$ cat config.mk
export PLATFORM = sky130hd
export DESIGN_NAME = mult_reconstructor
export DESIGN_NICKNAME = d
export VERILOG_FILES = /design/src/rtl/mult_reconstructor.sv
export SDC_FILE = /design/constraint.sdc
export NUM_CORES = 1
export LEC_CHECK = 0
export ABC_CLOCK_PERIOD_IN_PS = 12500
export CAP_MARGIN = 20
export CELL_PAD_IN_SITES_DETAIL_PLACEMENT = 0
export CELL_PAD_IN_SITES_GLOBAL_PLACEMENT = 1
export CORE_MARGIN = 4
export CORE_UTILIZATION = 40
export DETAILED_ROUTE_END_ITERATION = 8
export PLACE_DENSITY_LB_ADDON = 0.1
export SYNTH_ARGS = -nofsm -noshare
export SYNTH_HDL_FRONTEND = slang
export SYNTH_SLANG_ARGS = --single-unit
$ cat constraint.sdc
create_clock -name CLK -period 12.5 [get_ports CLK]
set_clock_uncertainty 0.15 [all_clocks]
set_input_delay 2.5 -clock CLK [delete_from_list [all_inputs] [get_ports CLK]]
set_output_delay 2.5 -clock CLK [all_outputs]
set_load 0.05 [all_outputs]
$ cat src/rtl/mult_reconstructor.sv
// rtl/mult_reconstructor.sv - sequential signed multiply-accumulate rebuilding Num = Coc*Den + Res
module mult_reconstructor #(
  parameter int tamanyo = 32
) (
  input  logic                   CLK,
  input  logic                   RSTa,
  input  logic                   Start,
  input  logic [tamanyo-1:0]     Coc,
  input  logic [tamanyo-1:0]     Den,
  input  logic [tamanyo-1:0]     Res,
  output logic                   Ready,
  output logic [tamanyo-1:0]     Num,
  output logic [2*tamanyo-1:0]   Prod,
  output logic                   Overflow,
  output logic                   Done
);

  localparam int W2 = 2 * tamanyo;
  localparam int CW = (tamanyo > 2) ? $clog2(tamanyo) : 1;

  typedef enum logic [1:0] {IDLE, MULT, FIX} state_t;

  state_t             state, state_n;
  logic               s_c, s_d;
  logic [tamanyo-1:0] res_r;
  logic [tamanyo-1:0] mplier;
  logic [W2-1:0]      mcand;
  logic [W2-1:0]      acc;
  logic [CW-1:0]      cnt;

  logic [tamanyo-1:0] mag_c, mag_d;
  logic [W2-1:0]      prod_n;
  logic               ovf_n;

  // Magnitudes as unsigned; the most negative value maps onto 2^(n-1) without saturating.
  assign mag_c = Coc[tamanyo-1] ? (~Coc + 1'b1) : Coc;
  assign mag_d = Den[tamanyo-1] ? (~Den + 1'b1) : Den;

  assign prod_n = ((s_c ^ s_d) ? (~acc + 1'b1) : acc)
                + {{tamanyo{res_r[tamanyo-1]}}, res_r};
  assign ovf_n  = !((&prod_n[W2-1:tamanyo-1]) || !(|prod_n[W2-1:tamanyo-1]));

  assign Ready = (state == IDLE);

  always_ff @(posedge CLK) begin
    if (RSTa) state <= IDLE;
    else      state <= state_n;
  end

  always_comb begin
    state_n = state;
    case (state)
      IDLE:    if (Start) state_n = MULT;
      MULT:    if (cnt == CW'(tamanyo - 1)) state_n = FIX;
      FIX:     state_n = IDLE;
      default: state_n = IDLE;
    endcase
  end

  always_ff @(posedge CLK) begin
    if (RSTa) begin
      s_c      <= 1'b0;
      s_d      <= 1'b0;
      res_r    <= '0;
      mplier   <= '0;
      mcand    <= '0;
      acc      <= '0;
      cnt      <= '0;
      Num      <= '0;
      Prod     <= '0;
      Overflow <= 1'b0;
      Done     <= 1'b0;
    end else begin
      Done <= 1'b0;
      case (state)
        IDLE: begin
          if (Start) begin
            s_c    <= Coc[tamanyo-1];
            s_d    <= Den[tamanyo-1];
            res_r  <= Res;
            mplier <= mag_c;
            mcand  <= {{tamanyo{1'b0}}, mag_d};
            acc    <= '0;
            cnt    <= '0;
          end
        end
        MULT: begin
          // Multiplicand is pre-shifted each step, equivalent to adding mag_d << cnt.
          if (mplier[0]) acc <= acc + mcand;
          mcand  <= mcand << 1;
          mplier <= mplier >> 1;
          cnt    <= cnt + 1'b1;
        end
        FIX: begin
          Prod     <= prod_n;
          Num      <= prod_n[tamanyo-1:0];
          Overflow <= ovf_n;
          Done     <= 1'b1;
        end
        default: ;
      endcase
    end
  end

endmodule

==> results_dict.tcl <==
set metrics [dict create \
    die-area_sq_um 53840 \
    synth.area.top_cells "dfxtp_1 (27%), ha_1 (9.0%), a21oi_1 (8.7%)" \
    vias 19510 \
    io_pins 198 \
    vias_per_cell 5.615 \
    fin_crit_sh_pct 53.51 \
    synth_nets 2959 \
    timing.fmax_ghz 0.1495 \
    postCtsHoldBufs 0 \
    path_max_fanout 8 \
    netlist_instances 2713 \
    final_cells 3474 \
    diodes 0 \
    clkLatencyLatePin_ns 0.55 \
    power_density_nw_per_um2 96.36 \
    synth_warnings 0 \
    ys_types 73 \
    crit_path_end_kind "register" \
    cts_sinks 267 \
    fp.dieW_microns 232.0 \
    synth_area_per_cell_sq_um 7.401 \
    syn_to_final_growth_pct 16.76 \
    drv_cap 0 \
    grt_pass1_wl_microns 100700 \
    fillers 5029 \
    hpwl_microns 48850 \
    finalNetCount 3033 \
    die_y_microns 232.0 \
    mostFrequentLayoutCells "nand2_1 (412), a21oi_1 (348), dfxtp_1 (267)" \
    wl_per_cell_microns 18.09 \
    ctsHtreeMaxLevel 2 \
    yosysSeqAreaShare_pct 26.62 \
    tritoncts "done" \
    grt_pass1_vias 18580 \
    syn_area_sq_um 20080 \
    antenna_found_initial 0 \
    drcViolationCount 0 \
    clk_path_buf_depth 3 \
    initial_core_util_pct 40.76 \
    wirelength_microns 62850 \
    p_leak_nw 9.198 \
    hp-class "register to register" \
    track_usage_pct 22.79 \
    critPathLaunchType "register" \
    ctsResizeCount 0 \
    max_slew.worst_pin.slew_ns 1.036 \
    rsz0062_at_grt "no" \
    final_util_pct 47.59 \
    final_common_cell "nand2_1" \
    async_reset_ff_share_pct 0 \
    drtIter0Drc 1424 \
    place_congestion 0.9038 \
    slew_headroom_pct 30.95 \
    clk_pin_slew_ns 0.06 \
    firstDrtPassIters 5 \
    placedCellCount 3413 \
    setup_tns_ns 0 \
    outcome "completed" \
    synth.top_cell.area_share_pct 26.62 \
    yosysTopAreaCell "dfxtp_1" \
    setup_viol 0 \
    hold_viol 0 \
    synth-edff-count 0 \
    stdcell_area_sq_um 23440 \
    ir_drop_v 0.0001013 \
    rows 81 \
    numCtsBuffers 35 \
    drv_slew 0 \
    worst-setup-path-type "register to register" \
    gr-total-overflow 0 \
    period_needed_ns 6.688 \
    cts_setup_buffers 0 \
    synth-main-ff-cell "dfxtp_1" \
    ys_seq_elements 267 \
    drtAntennaViolNets 0 \
    report.power.total_mw 2.259 \
    drive_gt1_share_pct 4.057 \
    cts-root-buf "clkbuf_16" \
    coreArea_sq_um 49250 \
    port_buffers 197 \
    cp.arrival_ns 6.96 \
    grt_start_max_net_pins 121 \
    crit_required_ns 12.77 \
    placed_cell_area_sq_um 22280 \
]
==> routing by layer <==
| metal | share of wire [%] | wire, microns | global-route usage (%) |
|---|---|---|---|
| met1 | 51 | 32270 | 34.47 |
| met3 | 5.6 | 3491 | 2.981 |
| met5 | 0 | 0 | 0 |
| met2 | 41 | 25810 | 34.18 |
| met4 | 2.0 | 1279 | 5.586 |
==> cell usage after synthesis, types with 5 or more instances <==
master,n
nand2_1,413
a21oi_1,348
dfxtp_1,267
nor2_1,228
xnor2_1,158
ha_1,145
o21ai_0,133
clkbuf_1,132
a22oi_1,93
nand3_1,76
xor2_1,73
a21o_1,60
inv_1,47
nand4_1,46
nor3_1,45
o31ai_1,33
buf_4,32
o21bai_1,27
a211oi_1,25
o21a_1,25
a31oi_1,24
or3_1,23
nor4_1,19
a221oi_1,18
and3_1,16
buf_1,15
nand2b_1,15
nor2b_1,15
o41ai_1,14
or4_1,13
o211ai_1,12
a21boi_0,7
a41oi_1,7
and2_1,7
nand3b_1,7
or2_2,7
mux2i_1,5
o2111ai_1,5
or4_4,5
==> power breakdown <==
| group | internal, mW | switching (mW) |
|---|---|---|
| sequential | 0.877 | 0.0232 |
| clock | 0.596 | 0.401 |
| combinational | 0.138 | 0.224 |
==> state kept, by name, summed over array words and instances, names as in the netlist, 2 cells and up <==
name	flops
Prod	33
mplier	32
acc	64
res_r	32
state	2
mcand	64
Num	31
cnt	5
==> final timing paths <==
path	slack (ns)	depth (start not counted)	from	endpoint
min	0.30	2	Prod[35]$_SDFFE_PP0P_	Prod[35]$_SDFFE_PP0P_
max reg2reg	5.81	24	acc[8]$_SDFFE_PP0P_	Overflow$_SDFFE_PP0P_
min reg2reg	0.30	2	Prod[35]$_SDFFE_PP0P_	Prod[35]$_SDFFE_PP0P_
max	5.81	24	acc[8]$_SDFFE_PP0P_	Overflow$_SDFFE_PP0P_
==> cell families after synthesis <==
group | after synthesis | synth area share, %
buffers and inverters | 227 | 4.848
DFF | 267 | 26.62
xor gates and xnor gates | 231 | 10.08
adders and majority gates | 147 | 9.235
AOI/OAI and AO/OA | 882 | 27.49
and+or+nand+nor | 953 | 21.42
muxes | 6 | 0.3054
==> area by class of cell <==
class	count	area (sq um)	share of cell area, %
Tap cell	664	830.8	3.544
Clock buffer	48	1026	4.377
Clock inverter	12	111.4	0.4750
Sequential cell	267	5345	22.80
Inverter	47	176.4	0.7526
Multi-Input combinational cell	2219	13810	58.90
Timing Repair Buffer	217	2146	9.154
==> worst max-delay path: stages (launching register included) <==
cell and delay [ns]:
dfxtp_1 0.37, or4_1 0.58, or3_1 0.36, nor3_1 0.30, and3_1 0.27, nand2_1 0.20, nor2_1 0.25, nand2_1 0.15
nor2_1 0.19, nand2_1 0.11, o21ai_0 0.21, xnor2_1 0.18, ha_1 0.30, a21oi_1 0.18, o21ai_0 0.13, or2_2 0.34
o311a_1 0.29, a211oi_1 0.51, a41oi_1 0.22, xor2_1 0.29, nand3_1 0.12, nor4b_1 0.37, nand4b_1 0.14, nor4_1 0.28
nor3_1 0.08
==> through the flow <==
step           hold slack, ns  worst slack (ns)
2_1_floorplan          0.2906             6.693
3_3_place_gp           0.2925             6.012
3_5_place_dp           0.2973             5.893
4_1_cts                0.3042             5.863
5_1_grt                0.3223             5.147
6_report               0.3008             5.812
Note: power is estimated with default switching activity, not from simulation.
